===== config.mk =====
export PLATFORM = sky130hd
export DESIGN_NAME = mef_tx
export DESIGN_NICKNAME = d
export VERILOG_FILES = /design/src/rtl/mef_tx.sv
export SDC_FILE = /design/constraint.sdc
export NUM_CORES = 1
export LEC_CHECK = 0
export BUFFER_PORTS_ARGS = -buffer_cell sky130_fd_sc_hd__buf_2
export CAP_MARGIN = 20
export CORE_ASPECT_RATIO = 1.2
export CORE_MARGIN = 10
export CORE_UTILIZATION = 55
export CTS_CLUSTER_SIZE = 25
export DETAILED_ROUTE_END_ITERATION = 8
export PLACE_DENSITY = 0.75
export SETUP_SLACK_MARGIN = 0.02
export SLEW_MARGIN = 20
export SYNTH_ARGS = -nofsm -noshare
export SYNTH_HDL_FRONTEND = slang
export SYNTH_SLANG_ARGS = --single-unit

===== constraint.sdc =====
create_clock -name CLK -period 2.9 [get_ports CLK]
set_input_delay 0.58 -clock CLK [delete_from_list [all_inputs] [get_ports CLK]]
set_output_delay 0.58 -clock CLK [all_outputs]
set_load 0.01 [all_outputs]

===== src/rtl/mef_tx.sv =====
// mef_tx: serial frame transmitter for a zero-run detector.
// A frame is PRE_LEN zeros, a '1' marker, DATA_W payload bits MSB first, then
// GAP_LEN ones. A '1' is stuffed after every STUFF_RUN consecutive payload zeros,
// so the only zero run that can reach PRE_LEN is the preamble.
// Optional feature macro: MEF_TX_PARITY_EN appends an even-parity bit after the
// data bits. That bit counts as payload for stuffing.
module mef_tx #(
  parameter int DATA_W    = 8,
  parameter int PRE_LEN   = 4,
  parameter int STUFF_RUN = 3,
  parameter int GAP_LEN   = 1
) (
  input  logic              CLK,
  input  logic              CLR_N,
  input  logic              VALID,
  input  logic [DATA_W-1:0] DATA,
  output logic              READY,
  output logic              E,
  output logic              BUSY,
  output logic              DONE
);

  localparam int MAX_A = (PRE_LEN > DATA_W) ? PRE_LEN : DATA_W;
  localparam int MAX_B = (MAX_A > GAP_LEN) ? MAX_A : GAP_LEN;
  localparam int MAX_C = (MAX_B > STUFF_RUN) ? MAX_B : STUFF_RUN;
  localparam int CW    = $clog2(MAX_C + 1);

  localparam logic [CW-1:0] PRE_LAST  = CW'(PRE_LEN - 1);
  localparam logic [CW-1:0] GAP_LAST  = CW'(GAP_LEN - 1);
  localparam logic [CW-1:0] DATA_LAST = CW'(DATA_W - 1);
  localparam logic [CW-1:0] STUFF_LIM = CW'(STUFF_RUN);

  localparam logic [2:0] S_IDLE = 3'd0;
  localparam logic [2:0] S_PRE  = 3'd1;
  localparam logic [2:0] S_MARK = 3'd2;
  localparam logic [2:0] S_DATA = 3'd3;
  localparam logic [2:0] S_GAP  = 3'd4;
`ifdef MEF_TX_PARITY_EN
  localparam logic [2:0] S_PAR  = 3'd5;
`endif

  logic [2:0]        r_state, w_state;
  logic              r_e, w_e;
  logic              r_busy;
  logic              r_done, w_done;
  logic [CW-1:0]     r_cnt, w_cnt;    // preamble/gap cycle count, or data bits left
  logic [CW-1:0]     r_zrun, w_zrun;  // consecutive payload zeros already on the line
  logic [DATA_W-1:0] r_sr, w_sr;
`ifdef MEF_TX_PARITY_EN
  logic              r_par, w_par;
`endif
  logic              w_ready;

  assign w_ready = (r_state == S_IDLE) && CLR_N;
  assign READY   = w_ready;
  assign E       = r_e;
  assign BUSY    = r_busy;
  assign DONE    = r_done;

  // Next-state logic: decides the line bit for the coming cycle.
  always_comb begin
    // NOTE: every variable gets a default before the case so no path infers a latch.
    w_state = r_state;
    w_e     = r_e;
    w_done  = 1'b0;
    w_cnt   = r_cnt;
    w_zrun  = r_zrun;
    w_sr    = r_sr;
`ifdef MEF_TX_PARITY_EN
    w_par   = r_par;
`endif
    case (r_state)
      S_IDLE: begin
        w_e = 1'b1;
        if (VALID && w_ready) begin
          w_state = S_PRE;
          w_e     = 1'b0;
          w_cnt   = '0;
          w_zrun  = '0;
          w_sr    = DATA;
`ifdef MEF_TX_PARITY_EN
          w_par   = ^DATA;
`endif
        end
      end
      S_PRE: begin
        if (r_cnt == PRE_LAST) begin
          w_state = S_MARK;
          w_e     = 1'b1;
          w_cnt   = '0;
        end else begin
          w_e   = 1'b0;
          w_cnt = r_cnt + 1'b1;
        end
      end
      S_MARK: begin
        // The marker clears the zero run; the first data bit goes out next.
        w_state = S_DATA;
        w_e     = r_sr[DATA_W-1];
        w_sr    = r_sr << 1;
        w_cnt   = DATA_LAST;
        w_zrun  = r_sr[DATA_W-1] ? '0 : CW'(1);
      end
      S_DATA: begin
        if (r_zrun == STUFF_LIM) begin
          // Stuffed '1': data bit index and shift register hold.
          w_e    = 1'b1;
          w_zrun = '0;
        end else if (r_cnt != '0) begin
          w_e    = r_sr[DATA_W-1];
          w_sr   = r_sr << 1;
          w_cnt  = r_cnt - 1'b1;
          w_zrun = r_sr[DATA_W-1] ? '0 : r_zrun + 1'b1;
        end else begin
`ifdef MEF_TX_PARITY_EN
          w_state = S_PAR;
          w_e     = r_par;
          w_zrun  = r_par ? '0 : r_zrun + 1'b1;
`else
          w_state = S_GAP;
          w_e     = 1'b1;
          w_cnt   = '0;
          w_zrun  = '0;
`endif
        end
      end
`ifdef MEF_TX_PARITY_EN
      S_PAR: begin
        // Parity bit is on the line; it may still need a stuffed '1' after it.
        if (r_zrun == STUFF_LIM) begin
          w_e    = 1'b1;
          w_zrun = '0;
        end else begin
          w_state = S_GAP;
          w_e     = 1'b1;
          w_cnt   = '0;
          w_zrun  = '0;
        end
      end
`endif
      S_GAP: begin
        w_e = 1'b1;
        if (r_cnt == GAP_LAST) begin
          w_state = S_IDLE;
          w_done  = 1'b1;
          w_cnt   = '0;
        end else begin
          w_cnt = r_cnt + 1'b1;
        end
      end
      default: begin
        w_state = S_IDLE;
        w_e     = 1'b1;
        w_cnt   = '0;
        w_zrun  = '0;
      end
    endcase
  end

  // State and output registers with synchronous active-low clear.
  always_ff @(posedge CLK) begin
    // NOTE: non-blocking assignments so every register samples pre-edge values.
    if (!CLR_N) begin
      r_state <= S_IDLE;
      r_e     <= 1'b1;
      r_busy  <= 1'b0;
      r_done  <= 1'b0;
      r_cnt   <= '0;
      r_zrun  <= '0;
      r_sr    <= '0;
`ifdef MEF_TX_PARITY_EN
      r_par   <= 1'b0;
`endif
    end else begin
      r_state <= w_state;
      r_e     <= w_e;
      r_busy  <= (w_state != S_IDLE);
      r_done  <= w_done;
      r_cnt   <= w_cnt;
      r_zrun  <= w_zrun;
      r_sr    <= w_sr;
`ifdef MEF_TX_PARITY_EN
      r_par   <= w_par;
`endif
    end
  end

endmodule


Word level (Yosys, flattened, before mapping)
Index checks and enable logic that the tools add are counted.
{ "totals": {"ff_bits": 22, "latchBits": 0, "mem_bits_rw": 0, "mem_bits_ro": 0, "out_inout_bits": 4, "wordCells": 59, "n_memories": 0} }
{ "classes": {"add_sub_neg": 3, "n_mul": 0, "div_mod_pow": 0, "n_lt_le_gt_ge": 0, "n_eq_ne": 9, "n_shift": 0, "muxes": 27, "n_bitwise": 1, "reduce_logical": 12} }
{ "ops": {"columns": ["cell", "count"], "rows": [
  ["$mux 4", 8],
  ["$mux 8", 3],
  ["$pmux 8 s3", 1],
  ["$pmux 4 s5", 1],
  ["$pmux 4 s4", 1],
  ["$mux 3", 5],
  ["$pmux 3 s5", 1],
  ["$add 4x1->4 const B", 2],
  ["$eq 4x2->1 const B", 2],
  ["$eq 3x2->1 const B", 2],
  ["$mux 1", 6],
  ["$reduce_and 2->1", 3],
  ["$reduce_bool 3->1", 2],
  ["$logic_not 4->1", 1],
  ["$ne 2x2->1 const B", 2],
  ["$pmux 1 s4", 1],
  ["$reduce_and 4->1", 1],
  ["$reduce_bool 4->1", 1],
  ["$sub 4x1->4 const B", 1],
  ["$eq 3x1->1 const B", 1],
  ["$eq 3x3->1 const B", 1],
  ["$logic_not 3->1", 1],
  ["$logic_and 1x1->1", 2],
  ["$ne 2x1->1 const B", 1],
  ["2 further kinds", 2]
]} }

Longest topological paths before layout
{ "logic_depth": {"depth_word": 6, "mapped_depth": 9} }

Worst setup path after synthesis
OpenSTA, ideal clock, no wires.
{ "synth_path": {"kind": "reg2reg", "from": "register r_cnt[1]", "to": "register r_sr[1]", "t_arrival_ps": 1641, "setup_slack_ps": 1143, "path_stages_with_launch": 9, "path_buffers": 2, "period_less_slack_ps": 1757, "path_cell_list": "dfxtp_1 > inv_1 > ha_1 > or3b_4 > buf_6 > nand3_4 > a21oi_4 > buf_6 > o211a_1"} }
{ "synth_between": {"elab_chain_len": 3} }
{ "synth_lines": {"columns": ["item", "line", "source"], "rows": [
  ["start: declaration", "46", "logic [CW-1:0] r_cnt, w_cnt;"],
  ["start signal: assignment", "179", "r_cnt <= w_cnt;"],
  ["$reduce_bool 4->1", "109", "end else if (r_cnt != '0) begin"],
  ["$ne 2x2->1 (no source line)", null, null],
  ["$reduce_and 4->1 (no source line)", null, null],
  ["end signal: assignment", "181", "r_sr <= w_sr;"],
  ["end: declaration", "48", "logic [DATA_W-1:0] r_sr, w_sr;"]
]} }
No other way between the ends.
A chain may end at the register's enable or synchronous reset.

Worst setup path in the final report
{ "layout_path": {"from": "register r_state[1]", "to": "output READY"} }
{ "layout_between": {"elab_chain_len": 2} }
{ "layout_lines": {"columns": ["item", "line", "source"], "rows": [
  ["start: declaration", "42", "logic [2:0] r_state, w_state;"],
  ["start signal: assignment", "175", "r_state <= w_state;"],
  ["$logic_not 3->1", "54", "assign w_ready = (r_state == S_IDLE) && CLR_N;"],
  ["$logic_and 1x1->1", "54", null],
  ["end: declaration", "17", "output logic READY,"]
]} }
No other way between the ends.

==> flow_summary.toml <==
[layout]
layout_common_cells = "22 x dfxtp_1, 20 x nand2_1, 16 x nor2_1"
syn2layout_area_growth_pct = 4.312
fill_cells = 212
final_util_pct = 61.72
drive_gt1_share_pct = 14.45
nets = 190
antennaDiodeCount = 0
final_common_cell = "dfxtp_1"

[worst_setup_path]
crit_path_start_kind = "register"
path_buf_inv = 1
slowest_stage = "dfxtp_1"
crit_chain = "nor3_1, buf_2"
r2r_start = "r_cnt[0]"
cp.arrival_ps = 1430
max_stage_delay_ps = 840
rrSetupSlack_ps = 930
critPathTopFamily = "flip-flops"
crit_type = "register to primary output"
critical_path.startpoint = "r_state[1]"
critical_path_required_ps = 2320
endpoint_kind = "primary output"
cp_max_fo = 17

[pwr]
p_leak_nw = 0.6224
power.share.sequential_pct = 61.6
p_int_uw = 395.6
pwr-share-comb_pct = 13.1
switchingPower_uw = 134.8
clkPwrFrac_pct = 25.4
swShare_pct = 25.42
power_density_nw_per_um2 = 365.1
vdd_drop_max_uv = 314.3

[worst_hold_path]
holdCritPathClass = "register to register"
holdCritStartpoint = "r_zrun[1]"

[global_routing]
overflow = 0
antenna_found_initial = 0
grt_pass1_vias = 1157
grt_max_degree = 23
groute.usage.overall_pct = 11.72
grt_pass1_wl_um = 4788

[synthesis]
yosysSeqAreaShare_pct = 31.63
ys_warn_count = 0
netlist_area_um2 = 1393
yosysUniqueCellTypes = 53
synth_edf_count = 0
synth_flop_cell = "dfxtp_1"
async_flop_share_pct = 0
syn_nets = 182
syn_area_per_cell_um2 = 8.339
synth-seq-cells = 22
netlist_instances = 167

[timing]
hold_viol = 0
finClkSkew_ps = 1.820
min_period_ps = 2006
min_period_over_period_pct = 69.18
tightest_slew_ps = 765.7
slew_headroom_pct = 48.88
fmax_mhz = 498.5
tns_ps = 0
slew_viol_final = 0
setup_viol = 0
rsz0062_at_grt = "no"

[clock_tree]
cts.root.buffer_cell = "clkbuf_4"
clock_sinks = 22
postCtsSetupBuffers = 0
h-tree-depth = 1
cts_resized = 0
clockBufferDepth = 2
cts_tree = "yes"
cts-buffers-inserted = 3
postCtsHoldBufs = 0
clock_latency_ps = 300
clk_pin_slew_ps = 110

[routing]
dr.pass1.iters = 5
drcViolationCount = 0
drtIter0Drc = 68
drt-total-wl_um = 2798
via_count = 1192
post_drt_via_cell_ratio = 5.843
drt-wirelength-per-cell_um = 13.72
postRouteAntennaNets = 0

[placed_design]
io_buffer_count = 14
dp_hpwl_um = 2106
gp_congestion = 0.8336

[floorplan]
die_area_um2 = 4953
die_h_um = 75.12
core_um2 = 2354
die_w_um = 65.94
start_util_pct = 59.17
ios = 15
num_rows = 19

[run]
max_cap_violations = 0

[run_status]
status = "completed"
power groups by stage:
stage               sequential [mW]  combinational, mW  clock, mW
floorplan                     0.328             0.0579          0
global placement              0.333             0.0674          0
detailed placement            0.333             0.0696          0
CTS                           0.326             0.0698      0.139
global route                  0.329             0.0793      0.149
finish                        0.326             0.0694      0.135
registers in the layout (all words and copies together) (netlist names):
register  flops
r_zrun        4
r_cnt         4
BUSY          1
DONE          1
E             1
r_state       3
r_sr          8
routing by layer:
metal / wire length, µm / global-route usage [%]
met1: 1208 / 12.46
met2: 1444 / 21.83
met3: 98 / 2.967
met4: 45 / 4.196
met5: 0 / 0
worst register-to-register path, cell delays in order, from the launching register on:
cell and delay [ps]:
dfxtp_1 470, inv_1 130, ha_1 270, or3b_4 320, nand3_4 90, a21oi_4 360, nand2_1 110, o211a_1 140
area by class of cell:
cell class	instances	area, µm²	area share, %
Multi-Input combinational cell	128	850.8	58.57
Sequential cell	22	440.4	30.32
Timing Repair Buffer	16	85.08	5.857
Tap cell	31	38.79	2.670
Clock buffer	3	22.52	1.550
Inverter	4	15.01	1.034
synth_stat cells, drive strengths merged (2+ instances only):
cell	number	area, µm²
nor2	16	60.06
nand2b	3	18.77
a22oi	2	15.01
o211a	7	70.07
o21ai	9	45.04
and2	2	12.51
nor3	2	10.01
dfxtp	22	440.4
a21boi	2	15.01
a21oi	9	56.31
nand3	5	37.54
clkbuf	2	7.510
xnor2	2	17.52
ha	4	50.05
or3b	2	20.02
buf	11	78.82
mux2i	7	70.07
a32oi	2	17.52
inv	4	15.01
nor2b	6	37.54
nand2	20	75.07
xor2	3	26.28
final timing paths:
| kind | endpoint | depth (start not counted) |
|---|---|---|
| setup / recovery | READY | 2 |
| hold / removal | r_zrun[1] | 2 |
| setup reg to reg | r_sr[3] | 7 |
| hold reg to reg | r_zrun[1] | 2 |
per-stage QoR:
step	power [mW]	area (µm²)	cells	hold WS, ps	setup WS [ps]
after global placement	0.4002	1430	201	462.6	931.1
after floorplan	0.3858	1393	167	449.2	1143
after detailed placement	0.4030	1430	201	484.3	876.8
after global routing	0.5569	1453	204	527.3	755.2
final	0.5304	1453	204	499.4	893.9
after CTS	0.5357	1453	204	501.6	896.8
cell families after synthesis:
family / after synthesis / synth area share, %
mux: 8 / 5.840
flops: 22 / 31.63
fa+ha+maj: 4 / 3.594
simple gates: 67 / 25.16
buf+inv: 17 / 7.277
compound gates: 44 / 23.36
xor+xnor: 5 / 3.145
Power figures use the tool's default switching activity.
